[config.mk]
export PLATFORM = sky130hd
export DESIGN_NAME = s_box_sequential
export DESIGN_NICKNAME = d
export VERILOG_FILES = /design/src/rtl/s_box_sequential.sv
export SDC_FILE = /design/constraint.sdc
export NUM_CORES = 1
export LEC_CHECK = 0
export CAP_MARGIN = 20
export CORE_ASPECT_RATIO = 0.6
export CORE_MARGIN = 2
export CORE_UTILIZATION = 47
export CTS_CLUSTER_DIAMETER = 120
export CTS_CLUSTER_SIZE = 14
export DETAILED_ROUTE_END_ITERATION = 8
export HOLD_SLACK_MARGIN = 0.03
export PLACE_DENSITY = 0.7
export SYNTH_ARGS = -nofsm -noshare
export SYNTH_HDL_FRONTEND = slang
export SYNTH_SLANG_ARGS = --single-unit
[constraint.sdc]
create_clock -name clk -period 6.14 [get_ports clk]
set_input_delay 1.228 -clock clk [delete_from_list [all_inputs] [get_ports clk]]
set_output_delay 1.228 -clock clk [all_outputs]
set_load 0.01 [all_outputs]
[src/rtl/s_box_sequential.sv]
// s_box_sequential
//   Iterative AES S-box engine. The GF(2^8) inverse is computed as x^254 by
//   seven square-and-multiply steps using a combinational carry-less multiply
//   reduced modulo 0x11B. The affine transform is applied after inversion
//   (INV=0, forward S-box). The inverse affine transform is applied before
//   inversion (INV=1, inverse S-box).
//
// Ports
//   clk       in   rising-edge clock
//   rst       in   asynchronous active-high reset
//   start     in   request, sampled only while busy=0
//   data_in   in   [7:0] input byte, captured on the accepting edge
//   busy      out  high while a transaction is in flight
//   done      out  one-cycle pulse when data_out is updated
//   data_out  out  [7:0] result byte, held until the next done
module s_box_sequential #(
  parameter int unsigned INV = 0
) (
  input  logic       clk,
  input  logic       rst,
  input  logic       start,
  input  logic [7:0] data_in,
  output logic       busy,
  output logic       done,
  output logic [7:0] data_out
);

  typedef enum logic [1:0] {
    IDLE  = 2'd0,
    ITER  = 2'd1,
    FINAL = 2'd2
  } state_t;

  localparam logic [7:0] AFF_C  = 8'h63;
  localparam logic [7:0] IAFF_D = 8'h05;

  state_t     state_q, state_d;
  logic [7:0] sq_q, sq_d;
  logic [7:0] acc_q, acc_d;
  logic [2:0] cnt_q, cnt_d;
  logic       busy_q, busy_d;
  logic       done_q, done_d;
  logic [7:0] dout_q, dout_d;
  logic [7:0] t;

  // Carry-less 8x8 product to 15 bits, then reduction modulo x^8+x^4+x^3+x+1.
  function automatic logic [7:0] gf_mul(input logic [7:0] a, input logic [7:0] b);
    logic [14:0] p;
    p = '0;
    for (int unsigned i = 0; i < 8; i++) begin
      if (b[i]) p = p ^ (15'(a) << i);
    end
    // Clear bits 14..8 from the top down.
    for (int unsigned k = 0; k < 7; k++) begin
      if (p[14-k]) p = p ^ (15'h011B << (6 - k));
    end
    return p[7:0];
  endfunction

  function automatic logic [7:0] affine(input logic [7:0] a);
    logic [7:0] b;
    b = '0;
    for (int unsigned i = 0; i < 8; i++) begin
      b[i] = a[i] ^ a[(i+4)%8] ^ a[(i+5)%8] ^ a[(i+6)%8] ^ a[(i+7)%8] ^ AFF_C[i];
    end
    return b;
  endfunction

  function automatic logic [7:0] inv_affine(input logic [7:0] a);
    logic [7:0] b;
    b = '0;
    for (int unsigned i = 0; i < 8; i++) begin
      b[i] = a[(i+2)%8] ^ a[(i+5)%8] ^ a[(i+7)%8] ^ IAFF_D[i];
    end
    return b;
  endfunction

  always_ff @(posedge clk or posedge rst) begin
    if (rst) begin
      state_q <= IDLE;
      sq_q    <= '0;
      acc_q   <= '0;
      cnt_q   <= '0;
      busy_q  <= 1'b0;
      done_q  <= 1'b0;
      dout_q  <= '0;
    end else begin
      state_q <= state_d;
      sq_q    <= sq_d;
      acc_q   <= acc_d;
      cnt_q   <= cnt_d;
      busy_q  <= busy_d;
      done_q  <= done_d;
      dout_q  <= dout_d;
    end
  end

  always_comb begin
    state_d = state_q;
    sq_d    = sq_q;
    acc_d   = acc_q;
    cnt_d   = cnt_q;
    busy_d  = busy_q;
    done_d  = 1'b0;
    dout_d  = dout_q;
    t       = gf_mul(sq_q, sq_q);

    case (state_q)
      IDLE: begin
        if (start) begin
          sq_d    = (INV != 0) ? inv_affine(data_in) : data_in;
          acc_d   = 8'h01;
          cnt_d   = '0;
          busy_d  = 1'b1;
          state_d = ITER;
        end
      end
      ITER: begin
        // Step k multiplies in x^(2^k); after seven steps acc = x^254 = x^-1.
        sq_d  = t;
        acc_d = gf_mul(acc_q, t);
        cnt_d = cnt_q + 3'd1;
        if (cnt_q == 3'd6) state_d = FINAL;
      end
      FINAL: begin
        dout_d  = (INV != 0) ? acc_q : affine(acc_q);
        done_d  = 1'b1;
        busy_d  = 1'b0;
        state_d = IDLE;
      end
      default: state_d = IDLE;
    endcase
  end

  assign busy     = busy_q;
  assign done     = done_q;
  assign data_out = dout_q;

endmodule

==> impl_results.md, run 1 <==
- Status: finished clean
- CP Max Fanout: 19
- Clock Path Buffers: 2
- Proportion of layout cells with a drive suffix above 1: 4.53%
- Nets: 365
- Vias in the first global route: around 2200
- CTS tree: built
- Hold Vio Cnt, Final: 0
- Global-route wire length before repair: 11.8 mm
- Pin count of the biggest net entering global routing: 32
- Relative slew slack: 39.9%
- Fmax: 0.306 GHz
- Boundary pin count: 21
- Commonest cells post-synth: nand2_1 (51), xnor2_1 (50), dfrtp_1 (31)
- # diodes: 0
- Clock sink count: 31
- Cts bufs inserted: 5
- Count of buffer and inverter cells on the critical path: 0
- Final Cycle Share: 53.3%
- Element type at the critical path start: flip-flop
- Crit. End Element: flip-flop
- WP data required: 6.30 ns
- DP Worst Slack: 2.93 ns
- CP peak stage delay: 0.92 ns
- Worst-Skew Late Latency: 0.29 ns
- Die area: roughly 6900 µm²
- FF-to-FF End: acc_q[4]$_DFFE_PP0P_
- Root Buffer: clkbuf_8
- Final ANT Viol Nets: 0
- Dpl hpwl: around 5.0 mm
- WL final: 7.07 mm
- Worst r2r path cells: 8
- Setup tns final: 0 ns
- DR DRC count: 0
- Cell with the most instances after synthesis: nand2_1
- Most Frequent Cell on Critical Path: xor2_1
- Die W: 106 µm
- WL/cell: between 15 and 20 µm
- Area delta synth->final: 9.20%
- All-Layer GR Usage: 22.2%
- Yosys top cell by area: dfrtp_1
- Die Ht: 65.0 µm
- Final worst setup slack: 2.87 ns
- WP depth: 8
- Crit path cell chain: xor2_1, nand2_1, xnor3_1, xor2_1, xnor3_2, xor2_2, xnor2_1, o21ai_1
- Slew @ Worst Pin: roughly 0.9 ns
- Postcts setup bufs: 0
- GR Overflow Total: 0
- Min cycle time layout: 3.27 ns
- FILL cells: around 570
- Post-Syn Area: 2910 µm²
- First-pass DRT Iterations: 5
- Clock-pin slew on the worst setup and hold paths: approximately 0.070 ns
- Asr flop ratio synth: 100%
- Via count: 2449
- Core area: between 6000 and 7000 µm²
- Slowest cell on crit path: dfrtp_1
- FP Rows: 22
- Hold WC Path Type: reg -> reg
- Initial core utilization: between 40% and 50%
- Via-per-instance ratio: between 5 and 6
- Max Cap Viol: 0
- Skew final: 0.00169 ns
- Reg-to-reg critical path startpoint: sq_q[6]$_DFFE_PP0P_
- Post-synthesis sequential area ratio: 26.7%
- Critical path class: reg -> reg
- Primary FF master, synth: dfrtp_1
- RSZ-0062 raised after global routing: false
- Post-CTS sizing: 0
- Largest cells by area after synthesis: dfrtp_1 (27%), xnor2_1 (15%), nand2_1 (6.6%), xor2_1 (6.0%), o21ai_0 (4.6%)
- Hold_buf cts: 0
- Initial antenna violation count: 0
- DRT iter0 DRCs: 244
- H-tree depth: 2
- Crit path launch: sq_q[6]$_DFFE_PP0P_
- Synth Register Bits: 31
- Max Slew Vio Count: 0
- CP endpoint: acc_q[4]$_DFFE_PP0P_
- Setup violators final: 0
- Avg Inst Size Synth: 8.22 µm²
- Syn_nets: 367
- Top delay family on crit path: XOR/XNOR gates
- Yosys top cell area share: approximately a quarter
- Arr. time, crit path: about 3.4 ns
- Post-synth EDFFs: 0
- Post-Synthesis Cells: 354
- Worst reg-to-reg setup slack: 2.87 ns
- YS warnings: 0
- Synth cell types: 41
- Port bufs: 20
- Final GP Congestion: ~0.88
==> tightest hold or removal path, cell delays in order (launching register included) <==
cell,delay (ns)
dfrtp_1,0.34
nand2_1,0.04
o21ai_0,0.06
==> cells by family after synthesis <==
| logic type | count (synthesis) | synth area share, % |
|---|---|---|
| buffers and inverters | 44 | 6.41 |
| AND/OR/NAND/NOR | 99 | 15.5 |
| flip-flops | 31 | 26.7 |
| multiplexers | 9 | 3.10 |
| AO/OA/AOI/OAI | 88 | 18.7 |
| adder cells (fa/ha/maj) | 2 | 0.860 |
| XOR/XNOR | 81 | 28.8 |
==> routing by layer <==
layer	GRT usage (%)	routed length (µm)	vias up
met2	31.5	3010	106
met3	4.33	620	5
met1	34.2	3400	1147
li1	-	-	1191
met4	5.43	41	0
met5	0	0	-
==> metrics by stage <==
step | area [µm²] | std cells | hold slack, ns | utilization (%)
finish | 3180 | 437 | 0.480 | 52.5
global route | 3180 | 437 | 0.507 | 52.5
CTS | 3180 | 437 | 0.484 | 52.5
detailed placement | 3100 | 429 | 0.470 | 51.1
global placement | 3100 | 429 | 0.461 | 51.1
floorplan | 2910 | 354 | 0.458 | -
==> cell usage in the layout, fill, tap and decap left out, types with 4 or more instances in the layout <==
| cell | instances |
|---|---|
| nand2_1 | 51 |
| xnor2_1 | 50 |
| dfrtp_1 | 31 |
| o21ai_0 | 27 |
| xor2_1 | 20 |
| clkdlybuf4s50_1 | 20 |
| a21oi_1 | 18 |
| nor2_1 | 15 |
| inv_1 | 12 |
| o22ai_1 | 12 |
| nand3_1 | 9 |
| mux2i_1 | 9 |
| nand2b_1 | 7 |
| nor3_1 | 5 |
| xnor3_1 | 5 |
| and3b_1 | 5 |
| clkbuf_8 | 5 |
| a31oi_1 | 4 |
| a21o_1 | 4 |
| o211ai_1 | 4 |
==> worst min-delay path by stage <==
stage / start / endpoint / slack, ns / depth (start not counted)
5_1_grt: data_out[1]$_DFFE_PP0P_ / data_out[1]$_DFFE_PP0P_ / 0.51 / 2
2_1_floorplan: cnt_q[2]$_DFFE_PP0P_ / state_q[0]$_DFFE_PP0P_ / 0.46 / 1
6_report: data_out[1]$_DFFE_PP0P_ / data_out[1]$_DFFE_PP0P_ / 0.48 / 2
4_1_cts: data_out[1]$_DFFE_PP0P_ / data_out[1]$_DFFE_PP0P_ / 0.48 / 2
3_5_place_dp: data_out[1]$_DFFE_PP0P_ / data_out[1]$_DFFE_PP0P_ / 0.47 / 2
3_3_place_gp: data_out[5]$_DFFE_PP0P_ / data_out[5]$_DFFE_PP0P_ / 0.46 / 2
==> layout make-up <==
type | instances | area, µm² | share of cell area [%]
Inverter | 12 | 45.0 | 1.42
Tap cell | 84 | 105 | 3.31
Sequential cell | 31 | 776 | 24.4
Multi-Input combinational cell | 279 | 1950 | 61.3
Timing Repair Buffer | 23 | 223 | 7.01
Clock inverter | 1 | 5.00 | 0.157
Clock buffer | 7 | 76.3 | 2.40
==> sequential cells by signal, indices dropped and copies added (netlist names) <==
register  count
acc_q         8
data_out      8
sq_q          8
cnt_q         3
state_q       2
busy          1
done          1
Power of run 1 is not shown: default switching activity piles up to over one toggle a cycle in this logic, so the estimate is an artifact.
==> run 2, diff against run 1 <==
clock period = 3.4 ns   (was 6.14 ns; I/O delays follow)
==> run 2 against run 1 <==
  * Sequential cell count is the same
  * Cell count rose by 2.5%
  * First-iteration DRC count down 30%
  * Largest cell class unchanged
  * Highest routed layer unchanged
==> impl_results.md, run 2 (synthesis results as in run 1) <==
- GR Overflow Total: 0
- Die Ht: about 65 µm
- Clock-pin slew on the worst setup and hold paths: about 0.08 ns
- CP Max Fanout: 15
- Via count: between 2000 and 3000
- Boundary pin count: 21
- RSZ-0062 raised after global routing: false
- DR DRC count: 0
- Setup tns final: 0 ns
- Port bufs: 20
- FP Rows: 22
- Vias in the first global route: 2399
- WP depth: 8
- Skew final: 0.0119 ns
- Min cycle time layout: 3.14 ns
- Slowest cell on crit path: dfrtp_1
- Hold Vio Cnt, Final: 0
- Max Slew Vio Count: 0
- Most frequent cells in the layout: nand2_1 (51), xnor2_1 (50), dfrtp_1 (31)
- Hold WC Path Type: reg -> reg
- Crit. End Element: flip-flop
- H-tree depth: 2
- Clock Path Buffers: 2
- WL/cell: around 17 µm
- Global-route wire length before repair: 12.5 mm
- DRT iter0 DRCs: 170
- Slew @ Worst Pin: 0.702 ns
- Initial core utilization: 48.1%
- WP data required: 3.56 ns
- Most Frequent Cell on Critical Path: xnor2_1
- Fmax: 0.318 GHz
- Worst r2r path cells: 8
- Setup violators final: 0
- FILL cells: 558
- Post-CTS sizing: 0
- Core area: 6060 µm²
- Nets: 376
- WL final: ~7.6 mm
- Most common cell after layout, fill and taps aside: nand2_1
- CTS tree: built
- Clock sink count: 31
- Die area: 6860 µm²
- Status: finished clean
- Top delay family on crit path: XOR/XNOR gates
- Count of buffer and inverter cells on the critical path: 0
- Dpl hpwl: 5.48 mm
- Final GP Congestion: roughly 1
- Worst-Skew Late Latency: 0.30 ns
- Max Cap Viol: 0
- Min-Delay Path Depth: 2
- Initial antenna violation count: 0
- Crit path cell chain: xor2_1, nand2_1, xnor3_1, xnor2_1, xnor3_1, xnor2_1, xnor2_1, o21ai_1
- Critical path class: reg -> reg
- CP peak stage delay: 0.73 ns
- Die W: 106 µm
- Post-Layout Cell Count: 448
- Final Cycle Share: between 90% and 100%
- Postcts setup bufs: 0
- Cells after DPL: 440
- # diodes: 0
- Area delta synth->final: 13.9%
- Arr. time, crit path: 3.31 ns
- Pin count of the biggest net entering global routing: 32
- Hold_buf cts: 0
- Final ANT Viol Nets: 0
- Root Buffer: clkbuf_8
- Relative slew slack: 53.2%
- Cts bufs inserted: 5
- All-Layer GR Usage: 23.6%
- Via-per-instance ratio: 5.75
- Element type at the critical path start: flip-flop
- First-pass DRT Iterations: 5
- Proportion of layout cells with a drive suffix above 1: about 8.0%
run 2: changes by cell type in the layout (fill, tap and decap cells not counted):
cell / delta
bufinv_16: +2
clkinvlp_4: +1
buf_4: +11
clkinv_2: -1
clkbuf_1: -2
run 2: per-layer routing:
metal	share of wire (%)	track usage [%]	vias to the layer above
met5	0	0	-
met4	2.0	7.40	0
met3	7.9	5.73	18
met2	43	37.1	116
met1	47	32.3	1235
li1	-	-	1208
run 2: final timing paths:
path | slack [ns] | start | end
max | 0.26 | sq_q[6]$_DFFE_PP0P_ | acc_q[3]$_DFFE_PP0P_
min | 0.48 | data_out[1]$_DFFE_PP0P_ | data_out[1]$_DFFE_PP0P_
min reg2reg | 0.48 | data_out[1]$_DFFE_PP0P_ | data_out[1]$_DFFE_PP0P_
max reg2reg | 0.26 | sq_q[6]$_DFFE_PP0P_ | acc_q[3]$_DFFE_PP0P_
max in group asynchronous | 2.33 | rst | acc_q[7]$_DFFE_PP0P_
min in group asynchronous | 0.76 | rst | acc_q[2]$_DFFE_PP0P_
run 2: worst register-to-register path: stages, from the launching register on:
cell and delay, ns:
dfrtp_1 0.73, xor2_1 0.52, nand2_1 0.17, xnor3_1 0.38
xnor2_1 0.32, xnor3_1 0.43, xnor2_1 0.21, xnor2_1 0.16
o21ai_1 0.08
run 2: layout make-up:
| cell class | instances | area [µm²] | share of cell area (%) |
|---|---|---|---|
| Inverter | 12 | 45.0 | 1.36 |
| Tap cell | 84 | 105 | 3.17 |
| Timing Repair Buffer | 34 | 305 | 9.21 |
| Clock inverter | 3 | 67.6 | 2.04 |
| Multi-Input combinational cell | 279 | 1950 | 58.8 |
| Clock buffer | 5 | 68.8 | 2.08 |
| Sequential cell | 31 | 776 | 23.4 |
run 2: per-stage QoR:
step | utilization [%] | worst slack (ns) | hold WS (ns) | area [µm²]
2_1_floorplan | - | 0.876 | 0.458 | 2910
3_3_place_gp | 52.5 | 0.398 | 0.461 | 3180
3_5_place_dp | 52.5 | 0.361 | 0.472 | 3180
4_1_cts | 54.8 | 0.322 | 0.486 | 3320
5_1_grt | 54.8 | 0.0853 | 0.510 | 3320
6_report | 54.8 | 0.259 | 0.479 | 3320
Power of run 2 is left out for the same reason.
==> run 3, diff against run 2 <==
GPL_ROUTABILITY_DRIVEN = 0   (was default)
==> run 3 against run 2 <==
  * Non-clock buffer count fell by 2
  * Maximum frequency rose by 3.0%
  * Cell count down 0.45%
  * Die area did not move
  * Clock skew fell by 0.0059 ns
  * First-iteration DRC count rose by 30%
  * Global-route usage shrank 0.84 points
  * Core utilization is 1.1 points lower
  * Critical path type unchanged
  * Largest cell class unchanged
  * Highest routed layer unchanged
==> impl_results.md, run 3 (synthesis results as in run 1) <==
- Most common cell after layout, fill and taps aside: nand2_1
- Clock sink count: 31
- Min cycle time layout: slightly above 3 ns
- CP Max Fanout: 12
- All-Layer GR Usage: 22.8%
- Root Buffer: clkbuf_8
- # diodes: 0
- Setup violators final: 0
- DP Worst Slack: 0.461 ns
- Initial core utilization: 48.1%
- Die Ht: 65.0 µm
- Final Cycle Share: 89.7%
- Relative slew slack: 50.5%
- Proportion of layout cells with a drive suffix above 1: roughly 7%
- Boundary pin count: 21
- Die W: 106 µm
- Worst-Skew Late Latency: between 0.2 and 0.3 ns
- Initial antenna violation count: 0
- DR DRC count: 0
- Arr. time, crit path: 3.19 ns
- Hold Vio Cnt, Final: 0
- RSZ-0062 raised after global routing: false
- Status: finished clean
- FP Rows: 22
- WP data required: 3.54 ns
- H-tree depth: 2
- Max Cap Viol: 0
- Via count: between 2000 and 3000
- Slew @ Worst Pin: about 0.74 ns
- Post-Layout Cell Count: 446
- Critical path class: reg -> reg
- Worst reg-to-reg setup slack: 0.35 ns
- Final ANT Viol Nets: 0
- DRT iter0 DRCs: 221
- GR Overflow Total: 0
- Max Slew Vio Count: 0
- Die area: ~6900 µm²
- Post-CTS sizing: 0
- Most frequent cells in the layout: nand2_1 (51), xnor2_1 (50), dfrtp_1 (31)
- Clock-pin slew on the worst setup and hold paths: 0.07 ns
- CTS tree: built
- Via-per-instance ratio: 5.67
- Port bufs: 20
- Nets: 374
- Dpl hpwl: approximately 5.2 mm
- Core area: 6060 µm²
- Clock Path Buffers: 2
- First-pass DRT Iterations: 5
- Area delta synth->final: 11.7%
- Hold_buf cts: 0
- Fmax: 0.328 GHz
- Setup tns final: 0 ns
- WL/cell: 16.2 µm
- Crit. End Element: flip-flop
- Postcts setup bufs: 0
- Final worst setup slack: 0.349 ns
- Pin count of the biggest net entering global routing: 32
- Global-route wire length before repair: 12.1 mm
- Finished Core Util: 53.7%
- Cts bufs inserted: 5
- Vias in the first global route: 2339
- Hold WC Path Type: reg -> reg
- WL final: 7.24 mm
- Element type at the critical path start: flip-flop
- Skew final: 0.00601 ns
- Cells after DPL: 438
## run 3: layout make-up
class | count | area, µm²
Clock buffer | 6 | 72.6
Multi-Input combinational cell | 279 | 1950
Sequential cell | 31 | 776
Inverter | 12 | 45.0
Fill cell | 581 | 2810
Timing Repair Buffer | 32 | 290
Tap cell | 84 | 105
Clock inverter | 2 | 12.5
## run 3: routing by layer
metal  part of all wire (%)  up-vias  track usage (%)
met1                     49     1209             33.5
met2                     41      100             33.4
li1                       -     1208                -
met3                    8.9       11             6.34
met5                      0        -                0
met4                    1.0        0             4.61
## run 3: critical path, cell delays in order (launching register included)
cell     delay [ns]
dfrtp_1        0.69
xor2_1         0.50
o21ai_0        0.16
a31oi_1        0.23
xor2_1         0.36
xnor3_2        0.49
xor2_2         0.21
xnor2_1        0.19
o21ai_1        0.08
## run 3: final timing paths
check | startpoint | end | cells past startpoint
max | sq_q[6]$_DFFE_PP0P_ | acc_q[4]$_DFFE_PP0P_ | 8
min | data_out[0]$_DFFE_PP0P_ | data_out[0]$_DFFE_PP0P_ | 2
max reg2reg | sq_q[6]$_DFFE_PP0P_ | acc_q[4]$_DFFE_PP0P_ | 8
min reg2reg | data_out[0]$_DFFE_PP0P_ | data_out[0]$_DFFE_PP0P_ | 2
max in group asynchronous | rst | acc_q[7]$_DFFE_PP0P_ | 3
min in group asynchronous | rst | cnt_q[1]$_DFFE_PP0P_ | 3
## run 3: through the flow
| stage | hold slack, ns | cell area (µm²) |
|---|---|---|
| finish | 0.475 | 3250 |
| global route | 0.519 | 3250 |
| CTS | 0.485 | 3250 |
| detailed placement | 0.470 | 3160 |
| global placement | 0.461 | 3160 |
| floorplan | 0.458 | 2910 |
Power of run 3 is left out for the same reason.
